**src/rtl/residue_pkg.sv**
```systemverilog
// Shared types and elaboration-time helpers for the Mersenne-modulus residue unit.
package residue_pkg;

  typedef enum logic [1:0] {
    StIdle,
    StRun,
    StDone
  } state_e;

  // Modulus M = 2^k - 1.
  function automatic int unsigned modulus(input int unsigned k);
    return (32'd1 << k) - 32'd1;
  endfunction

  // End-around-carry passes needed to bring any sw-bit sum below 2^k.
  // Extra passes are harmless: a reduced value passes through unchanged.
  function automatic int unsigned eac_iters(input int unsigned k, input int unsigned sw);
    longint unsigned b;
    int unsigned     n;
    b = (64'd1 << sw) - 64'd1;
    n = 0;
    while (b >= (64'd1 << (k + 1))) begin
      b = ((64'd1 << k) - 64'd1) + (b >> k);
      n++;
    end
    return n + 2;
  endfunction

endpackage

```
**src/rtl/residue_fold.sv**
```systemverilog
// Combinational fold: adds NDIG K-bit digits into a K-bit accumulator modulo 2^K - 1.
module residue_fold
  import residue_pkg::*;
#(
  parameter int unsigned K    = 3,
  parameter int unsigned NDIG = 4
) (
  input  logic [K-1:0]      acc_i,
  input  logic [NDIG*K-1:0] digits_i,
  output logic [K-1:0]      acc_o
);

  localparam int unsigned SumW  = K + $clog2(NDIG + 2);
  localparam int unsigned Iters = eac_iters(K, SumW);

  logic [SumW-1:0] sum;

  // Result may be all-ones, which stands for zero until canonicalised.
  always_comb begin
    sum = SumW'(acc_i);
    for (int unsigned i = 0; i < NDIG; i++) begin
      sum = sum + SumW'(digits_i[i*K +: K]);
    end
    for (int unsigned j = 0; j < Iters; j++) begin
      sum = SumW'(sum[K-1:0]) + (sum >> K);
    end
    acc_o = sum[K-1:0];
  end

endmodule

```
**src/rtl/residue_mersenne_seq.sv**
```systemverilog
// Multi-cycle A mod (2^K - 1): folds CHUNK bits per clock, valid/ready on both sides.
module residue_mersenne_seq
  import residue_pkg::*;
#(
  parameter int unsigned W     = 48,
  parameter int unsigned CHUNK = 12,
  parameter int unsigned K     = 3
) (
  input  logic         clk,
  input  logic         rst,
  input  logic         in_valid,
  output logic         in_ready,
  input  logic [W-1:0] in_data,
  output logic         out_valid,
  input  logic         out_ready,
  output logic [K-1:0] out_res
);

  localparam int unsigned NChunk = W / CHUNK;
  localparam int unsigned NDig   = CHUNK / K;
  localparam int unsigned CntW   = (NChunk > 1) ? $clog2(NChunk) : 1;
  localparam logic [K-1:0] Mod   = K'(modulus(K));

  if (K < 2) begin : g_bad_k
    $error("K must be at least 2");
  end
  if (CHUNK == 0 || (W % CHUNK) != 0) begin : g_bad_w
    $error("W must be a non-zero multiple of CHUNK");
  end
  if ((CHUNK % K) != 0) begin : g_bad_chunk
    $error("CHUNK must be a multiple of K");
  end

  state_e          state_q;
  logic [W-1:0]    sreg_q;
  logic [K-1:0]    acc_q;
  logic [CntW-1:0] cnt_q;
  logic            in_ready_q;
  logic            out_valid_q;
  logic [K-1:0]    out_res_q;
  logic [K-1:0]    fold_acc;

  residue_fold #(
    .K   (K),
    .NDIG(NDig)
  ) u_fold (
    .acc_i   (acc_q),
    .digits_i(sreg_q[CHUNK-1:0]),
    .acc_o   (fold_acc)
  );

  always_ff @(posedge clk) begin
    if (rst) begin
      state_q     <= StIdle;
      sreg_q      <= '0;
      acc_q       <= '0;
      cnt_q       <= '0;
      in_ready_q  <= 1'b1;
      out_valid_q <= 1'b0;
      out_res_q   <= '0;
    end else begin
      unique case (state_q)
        StIdle: begin
          if (in_valid && in_ready_q) begin
            sreg_q     <= in_data;
            acc_q      <= '0;
            cnt_q      <= '0;
            in_ready_q <= 1'b0;
            state_q    <= StRun;
          end
        end
        StRun: begin
          acc_q  <= fold_acc;
          sreg_q <= sreg_q >> CHUNK;
          cnt_q  <= cnt_q + CntW'(1);
          if (cnt_q == CntW'(NChunk - 1)) begin
            // Result is canonicalised once here so out_res stays stable in DONE.
            out_res_q   <= (fold_acc == Mod) ? '0 : fold_acc;
            out_valid_q <= 1'b1;
            state_q     <= StDone;
          end
        end
        StDone: begin
          if (out_ready) begin
            out_valid_q <= 1'b0;
            in_ready_q  <= 1'b1;
            state_q     <= StIdle;
          end
        end
        default: begin
          state_q     <= StIdle;
          in_ready_q  <= 1'b1;
          out_valid_q <= 1'b0;
        end
      endcase
    end
  end

  assign in_ready  = in_ready_q;
  assign out_valid = out_valid_q;
  assign out_res   = out_res_q;

endmodule

```
**config.mk**
```make
export PLATFORM = sky130hd
export DESIGN_NAME = residue_mersenne_seq
export DESIGN_NICKNAME = d
export VERILOG_FILES = /design/src/rtl/residue_pkg.sv /design/src/rtl/residue_fold.sv /design/src/rtl/residue_mersenne_seq.sv
export SDC_FILE = /design/constraint.sdc
export NUM_CORES = 1
export LEC_CHECK = 0
export CORE_MARGIN = 2
export CORE_UTILIZATION = 35
export DETAILED_ROUTE_END_ITERATION = 10
export SLEW_MARGIN = 20
export SYNTH_ARGS = -nofsm -noshare
export SYNTH_HDL_FRONTEND = slang
export SYNTH_SLANG_ARGS = --single-unit
```
**constraint.sdc**
```tcl
create_clock -name clk -period 6.65 [get_ports clk]
set_input_delay 0.9975 -clock clk [delete_from_list [all_inputs] [get_ports clk]]
set_output_delay 0.9975 -clock clk [all_outputs]
set_load 0.005 [all_outputs]
```
==> impl_metrics.prom, run 1 <==
# TYPE chip_impl_metric gauge
chip_impl_info{name="startpoint_type",value="flop"} 1
chip_impl_metric{name="final-max-slew-violation-count",unit=""} 0
chip_impl_metric{name="utilization",unit=""} 0.436
chip_impl_metric{name="area_growth_syn_to_layout",unit="%"} 23.2
chip_impl_metric{name="post_drt_via_cell_ratio",unit=""} 5.19
chip_impl_metric{name="first_global_vias",unit=""} 2461
chip_impl_metric{name="powerDensity",unit="nW/um^2"} 340
chip_impl_metric{name="cts_max_level",unit=""} 3
chip_impl_metric{name="setup_violations",unit=""} 0
chip_impl_metric{name="max_cap_viol_count",unit=""} 0
chip_impl_info{name="cts.root.buffer_cell",value="clkbuf_8"} 1
chip_impl_metric{name="power_leakage",unit="nW"} 1.75
chip_impl_metric{name="dr_total_vias",unit=""} 2532
chip_impl_metric{name="yosys_warnings",unit=""} 0
chip_impl_info{name="tritoncts",value="done"} 1
chip_impl_info{name="grt_setup_unrepaired",value="false"} 1
chip_impl_metric{name="cts_hold_repair.buffers",unit=""} 0
chip_impl_metric{name="design.portCount",unit=""} 57
chip_impl_metric{name="worst_slew_pin_slew",unit="ns"} 0.962
chip_impl_metric{name="detailedRoute.firstIterationViolations",unit=""} 104
chip_impl_metric{name="finalWirelength",unit="um"} 7230
chip_impl_metric{name="gr_util_all_layers",unit=""} 0.153
chip_impl_metric{name="drive_gt1_frac",unit=""} 0.0663
chip_impl_info{name="worst_path_most_repeated_cell",value="ha_1"} 1
chip_impl_metric{name="synth_area",unit="sq um"} 3230
chip_impl_metric{name="cts.repair.resized",unit=""} 0
chip_impl_metric{name="synth_sequential_area_ratio",unit=""} 0.372
chip_impl_metric{name="timing.critical_path.required",unit="ns"} 6.89
chip_impl_info{name="layout_commonest_cell",value="dfxtp_1"} 1
chip_impl_metric{name="pin_count_of_the_biggest_net_entering_global_routing",unit=""} 73
chip_impl_metric{name="synth_fp_nets",unit=""} 409
chip_impl_metric{name="initial_antenna_violation_count",unit=""} 0
chip_impl_metric{name="buffer_ports.inserted",unit=""} 56
chip_impl_metric{name="die_w",unit="um"} 100
chip_impl_metric{name="drt_drc_violations_left",unit=""} 0
chip_impl_metric{name="post_synth.cell_area_avg",unit="sq um"} 9.69
chip_impl_metric{name="r2r_cells",unit=""} 21
chip_impl_metric{name="timing.critical_path.fanout_max",unit=""} 4
chip_impl_metric{name="first_pass_iters",unit=""} 4
chip_impl_metric{name="finalHoldViolCount",unit=""} 0
chip_impl_metric{name="timing.clock.skew",unit="ns"} 0.00779
chip_impl_metric{name="design.die.area",unit="sq um"} 10000
chip_impl_info{name="crit_slowest_cell",value="fa_1"} 1
chip_impl_metric{name="synthesis.instances",unit=""} 333
chip_impl_metric{name="synth_top_area_frac",unit=""} 0.372
chip_impl_metric{name="place.detailed.hpwl",unit="um"} 4720
chip_impl_metric{name="post_drt_wl_per_cell",unit="um"} 14.8
chip_impl_metric{name="min_delay_path_depth",unit=""} 2
chip_impl_info{name="holdCritPathClass",value="reg2reg"} 1
chip_impl_metric{name="edff_count_synth",unit=""} 0
chip_impl_metric{name="ir_worst_vdd",unit="V"} 0.000145
chip_impl_metric{name="cts_made_buffers",unit=""} 9
chip_impl_info{name="cp_cell_sequence",value="ha_1, fa_1, xor2_1, fa_1, inv_1, fa_1, inv_1, ha_1, a21o_1, a21oi_1, xnor2_1, ha_1, a21o_1, a21o_1, ha_1, and3_1, ha_1, ha_1, xnor2_1, xnor2_1, o41ai_1"} 1
chip_impl_metric{name="core_footprint",unit="sq um"} 9110
chip_impl_metric{name="worst_setup_hold_path_clk_slew",unit="ns"} 0.07
chip_impl_metric{name="clkSinkCount",unit=""} 60
chip_impl_metric{name="insertion_delay",unit="ns"} 0.35
chip_impl_metric{name="slew_headroom",unit=""} 0.358
chip_impl_info{name="most-common-layout-cells",value="dfxtp_1 (60), a21oi_1 (57), clkdlybuf4s50_1 (55), mux2i_1 (38), a311oi_1 (36)"} 1
chip_impl_info{name="synth_area_leader_cell",value="dfxtp_1"} 1
chip_impl_metric{name="antennaDiodeCount",unit=""} 0
chip_impl_metric{name="finalWeightedCongestion",unit=""} 0.801
chip_impl_metric{name="grt_first_pass_wirelength",unit="um"} 12100
chip_impl_metric{name="postSynthRegisterBits",unit=""} 60
chip_impl_info{name="top_cells_by_area_in_the_synthesized_netlist",value="dfxtp_1 (37%), mux2i_1 (12%), a311oi_1 (9.8%)"} 1
chip_impl_metric{name="fp-row-count",unit=""} 35
chip_impl_metric{name="cts_setup_buffers",unit=""} 0
chip_impl_metric{name="fin_crit_sh",unit=""} 0.761
chip_impl_info{name="setup.worst_path.end_class",value="flop"} 1
chip_impl_metric{name="synth_cell_types",unit=""} 35
chip_impl_metric{name="max_freq",unit="MHz"} 198
chip_impl_metric{name="synthArstFlopShare",unit=""} 0
chip_impl_metric{name="cp_slowest_stage_delay",unit="ns"} 0.49
chip_impl_metric{name="floorplan.die.height",unit="um"} 100
chip_impl_metric{name="remaining_antenna_violation_count_after_routing",unit=""} 0
chip_impl_info{name="synthFlopType",value="dfxtp_1"} 1
chip_impl_metric{name="cp.arrival",unit="ns"} 5.30
chip_impl_metric{name="initial_core_util",unit=""} 0.354
chip_impl_metric{name="fin_setup_tns",unit="ns"} 0
chip_impl_info{name="status",value="completed"} 1
chip_impl_info{name="worstSetupPathType",value="reg2reg"} 1
chip_impl_metric{name="post-route-min-period",unit="ns"} 5.06
chip_impl_metric{name="cts-root-to-sink-buffers",unit=""} 2
chip_impl_metric{name="globalRouteOverflowTotal",unit=""} 0
chip_impl_metric{name="finalNetCount",unit=""} 448
## metal layers
layer / GRT usage / wire [um]
met3: 0.0453 / 255
met1: 0.217 / 3650
met4: 0.0537 / 71
met2: 0.222 / 3260
met5: 0 / 0
## path summary, 6_finish.rpt
path,slack [ns],end,start
setup / recovery,1.59,out_res[1]$_SDFFE_PP0P_,sreg_q[0]$_SDFFE_PP0P_
hold / removal,0.47,sreg_q[43]$_SDFFE_PP0P_,sreg_q[43]$_SDFFE_PP0P_
setup reg to reg,1.59,out_res[1]$_SDFFE_PP0P_,sreg_q[0]$_SDFFE_PP0P_
hold reg to reg,0.47,sreg_q[43]$_SDFFE_PP0P_,sreg_q[43]$_SDFFE_PP0P_
## cell families after synthesis
group	count (synthesis)	share of synthesized area
AO/OA/AOI/OAI	125	0.251
flip-flops	60	0.372
buffers and inverters	48	0.0799
multiplexers	38	0.118
AND/OR/NAND/NOR	32	0.0512
adder cells (fa/ha/maj)	24	0.112
XOR/XNOR	6	0.0163
## critical path, delay by kind of cell (launching register included)
kind | cells | cell delay, ns
buf+inv | 2 | 0.13
simple gates | 1 | 0.17
xor+xnor | 4 | 0.69
fa+ha+maj | 9 | 2.73
flops | 1 | 0.32
compound gates | 5 | 0.94
## cell usage after synthesis (2+ instances only)
cell type  number
a21o_1          6
a21oi_1        57
a311oi_1       36
buf_12          4
buf_2           7
clkbuf_1       19
dfxtp_1        60
fa_1            8
ha_1           16
inv_1          17
mux2i_1        38
nand2_1        16
nand2b_1        2
nor2_1          3
nor2b_1         3
nor3b_1         2
o21ai_0        13
o21ai_1         4
o41ai_1         2
xnor2_1         3
xor2_1          3
## metrics by stage
step / setup slack (ns) / std cells / hold WS (ns) / total power, W / instance area [sq um]
after floorplan: 1.84 / 333 / 0.453 / 0.000869 / 3230
after detailed placement: 1.57 / 472 / 0.466 / 0.000999 / 3750
after global placement: 1.71 / 472 / 0.463 / 0.000980 / 3750
after global routing: 1.25 / 488 / 0.492 / 0.00148 / 3980
after CTS: 1.55 / 488 / 0.476 / 0.00137 / 3970
final: 1.59 / 488 / 0.474 / 0.00135 / 3980
## sequential cells by signal (all words and copies together) (netlist names)
name	count
acc_q	3
sreg_q	48
state_q	2
cnt_q	2
out_res	3
in_ready	1
out_valid	1
## report_power, final
group	internal, W	leakage (nW)	switching, W	total (W)
Combinational	0.000255	1.15	0.000300	0.000555
Clock	0.000213	0.110	0.000157	0.000370
Sequential	0.000401	0.495	0.0000268	0.000428
## layout make-up
type | instances | area, sq um
well taps | 111 | 139
inverters | 17 | 65.1
fillers | 935 | 5130
multi-input cells | 225 | 1770
clock inverters | 7 | 98.8
flip-flops and latches | 60 | 1200
clock buffers | 9 | 124
repair buffers | 59 | 578
Power figures use the tool's default switching activity.
==> run 2: changes to the inputs <==
clock period = 4.7 ns   (was 6.65 ns; I/O delays follow)
==> run 2 against run 1 <==
Against the previous run:
- the run now ends with negative setup slack left
- clock power up 37%
- global-route usage about the same
- sequential power up 42%
- core utilization up 2.4 points
- critical path type unchanged
- total power up 78%
- combinational power up 130%
- maximum frequency up 6.8%
==> impl_metrics.prom, run 2 (synthesis gave the netlist of run 1 again) <==
# TYPE chip_impl_metric gauge
chip_impl_metric{name="post_drt_via_cell_ratio",unit=""} 5.25
chip_impl_metric{name="cp_slowest_stage_delay",unit="ns"} 0.49
chip_impl_metric{name="design.die.area",unit="sq um"} 10000
chip_impl_info{name="grt_setup_unrepaired",value="true"} 1
chip_impl_metric{name="drive_gt1_frac",unit=""} 0.137
chip_impl_metric{name="fp-row-count",unit=""} 35
chip_impl_metric{name="post-route-min-period",unit="ns"} 4.74
chip_impl_info{name="setup.worst_path.end_class",value="flop"} 1
chip_impl_metric{name="drt_drc_violations_left",unit=""} 0
chip_impl_metric{name="power_leakage",unit="nW"} 1.81
chip_impl_metric{name="finalNetCount",unit=""} 457
chip_impl_metric{name="max_cap_viol_count",unit=""} 0
chip_impl_metric{name="fin_crit_sh",unit=""} 1.01
chip_impl_metric{name="worstPathBufferInverterCount",unit=""} 3
chip_impl_metric{name="buffer_ports.inserted",unit=""} 56
chip_impl_metric{name="worst_setup_hold_path_clk_slew",unit="ns"} 0.07
chip_impl_metric{name="largest_register_ff_count",unit=""} 48
chip_impl_metric{name="design.portCount",unit=""} 57
chip_impl_metric{name="core_footprint",unit="sq um"} 9110
chip_impl_metric{name="floorplan.die.height",unit="um"} 100
chip_impl_metric{name="setup_violations",unit=""} 2
chip_impl_metric{name="slew_headroom",unit=""} 0.379
chip_impl_metric{name="first_pass_iters",unit=""} 4
chip_impl_metric{name="worst_slew_pin_slew",unit="ns"} 0.931
chip_impl_metric{name="cts_made_buffers",unit=""} 9
chip_impl_metric{name="place.detailed.hpwl",unit="um"} 4980
chip_impl_metric{name="final-max-slew-violation-count",unit=""} 0
chip_impl_info{name="crit_slowest_cell",value="fa_1"} 1
chip_impl_metric{name="max_freq",unit="MHz"} 211
chip_impl_metric{name="worst_case_hold_slack",unit="ns"} 0.478
chip_impl_metric{name="initial_core_util",unit=""} 0.354
chip_impl_info{name="layout_commonest_cell",value="dfxtp_1"} 1
chip_impl_metric{name="remaining_antenna_violation_count_after_routing",unit=""} 0
chip_impl_metric{name="totalPowerFinal",unit="W"} 0.00240
chip_impl_info{name="status",value="finished, violations left"} 1
chip_impl_metric{name="final_standard_cell_count_with_taps_included_and_fillers_excluded",unit=""} 497
chip_impl_metric{name="die_w",unit="um"} 100
chip_impl_metric{name="dr_total_vias",unit=""} 2610
chip_impl_metric{name="gr_util_all_layers",unit=""} 0.153
chip_impl_metric{name="cts_max_level",unit=""} 3
chip_impl_metric{name="timing.clock.skew",unit="ns"} 0.0110
chip_impl_metric{name="globalRouteOverflowTotal",unit=""} 0
chip_impl_metric{name="grt_first_pass_wirelength",unit="um"} 12100
chip_impl_metric{name="cp.arrival",unit="ns"} 4.96
chip_impl_metric{name="finalWirelength",unit="um"} 7530
chip_impl_metric{name="detailed_place.area",unit="sq um"} 3820
chip_impl_metric{name="powerDensity",unit="nW/um^2"} 573
chip_impl_info{name="holdCritPathClass",value="reg2reg"} 1
chip_impl_metric{name="timing.critical_path.fanout_max",unit=""} 4
chip_impl_metric{name="fin_ws",unit="ns"} -0.0369
chip_impl_info{name="tritoncts",value="done"} 1
chip_impl_metric{name="initial_antenna_violation_count",unit=""} 0
chip_impl_metric{name="area_growth_syn_to_layout",unit="%"} 30.1
chip_impl_metric{name="timing.critical_path.required",unit="ns"} 4.92
chip_impl_metric{name="cts-root-to-sink-buffers",unit=""} 2
chip_impl_info{name="worst_path_dominant_cell_family",value="adder cells"} 1
chip_impl_metric{name="detailedRoute.firstIterationViolations",unit=""} 134
chip_impl_metric{name="finalWeightedCongestion",unit=""} 0.746
chip_impl_metric{name="antennaDiodeCount",unit=""} 0
chip_impl_info{name="cts.root.buffer_cell",value="clkbuf_8"} 1
chip_impl_info{name="worst_path_most_repeated_cell",value="ha_4"} 1
chip_impl_metric{name="cell_count_post_placement",unit=""} 478
chip_impl_info{name="violated_checks",value="negative setup slack"} 1
chip_impl_metric{name="clkSinkCount",unit=""} 60
chip_impl_metric{name="postLayoutCellArea",unit="sq um"} 4200
chip_impl_metric{name="insertion_delay",unit="ns"} 0.33
chip_impl_metric{name="finalHoldViolCount",unit=""} 0
chip_impl_metric{name="pin_count_of_the_biggest_net_entering_global_routing",unit=""} 73
chip_impl_info{name="worstSetupPathType",value="reg2reg"} 1
chip_impl_info{name="top_register",value="sreg_q"} 1
chip_impl_metric{name="cts_hold_repair.buffers",unit=""} 0
chip_impl_metric{name="post_drt_wl_per_cell",unit="um"} 15.1
chip_impl_metric{name="ir_worst_vdd",unit="V"} 0.000281
chip_impl_metric{name="first_global_vias",unit=""} 2462
chip_impl_info{name="most-common-layout-cells",value="dfxtp_1 (58), a21oi_1 (56), clkdlybuf4s50_1 (55), mux2i_1 (38), a311oi_1 (36)"} 1
chip_impl_info{name="cp_cell_sequence",value="ha_4, fa_2, xor2_1, fa_1, inv_1, fa_1, inv_2, ha_4, a21o_1, a21oi_2, xnor2_2, ha_1, a21o_1, a21o_1, ha_4, and3_4, ha_4, ha_4, xnor2_4, xnor2_4, buf_4, a31o_1"} 1
chip_impl_info{name="startpoint_type",value="flop"} 1
run 2: cell types whose count changed in the layout (fill, tap and decap cells not counted), moves of 3 or more:
cell / change
fa_2: +3
ha_1: -7
fa_1: -3
buf_4: +9
ha_4: +6
xnor2_1: -3
run 2: layout make-up:
class / instances / area [sq um]
Clock buffer: 10 / 128
Clock inverter: 6 / 88.8
Fill cell: 900 / 4910
Inverter: 17 / 65.1
Multi-Input combinational cell: 225 / 1930
Sequential cell: 60 / 1200
Tap cell: 111 / 139
Timing Repair Buffer: 68 / 646
run 2: layer usage:
metal  wire, um  GRT usage  part of all wire
met1       3740      0.213              0.50
met2       3480      0.233              0.46
met3        262     0.0474             0.035
met4         46     0.0411            0.0061
met5          0          0                 0
run 2: path summary, 6_finish.rpt:
check,from,endpoint,slack [ns],depth (start not counted)
worst min-delay path,sreg_q[36]$_SDFFE_PP0P_,sreg_q[36]$_SDFFE_PP0P_,0.48,2
worst max-delay path,acc_q[0]$_SDFFE_PP0P_,acc_q[2]$_SDFFE_PP0P_,-0.04,22
worst max register to register,acc_q[0]$_SDFFE_PP0P_,acc_q[2]$_SDFFE_PP0P_,-0.04,22
worst min register to register,sreg_q[36]$_SDFFE_PP0P_,sreg_q[36]$_SDFFE_PP0P_,0.48,2
run 2: metrics by stage:
step / setup TNS [ns] / worst slack (ns) / utilization
finish: -0.0701 / -0.0369 / 0.461
global route: -0.864 / -0.253 / 0.461
CTS: -0.0886 / -0.0825 / 0.452
detailed placement: -0.654 / -0.244 / 0.420
global placement: -0.202 / -0.0917 / 0.419
floorplan: 0 / 0.000248 / -
run 2: tightest hold or removal path: stages, from the launching register on:
cell and delay, ns:
dfxtp_1 0.31, o21ai_0 0.07, a21oi_1 0.06
run 2: timing repair:
action	in CTS	in global routing
pin swaps	7	3
setup endpoints to repair	4	4
resized for setup	14	5
buffers inserted	0	3
cloned	0	0
run 2: where the power goes:
| group | internal (W) | switching (W) |
|---|---|---|
| Sequential | 0.000568 | 0.0000398 |
| Combinational | 0.000685 | 0.000605 |
| Clock | 0.000299 | 0.000207 |
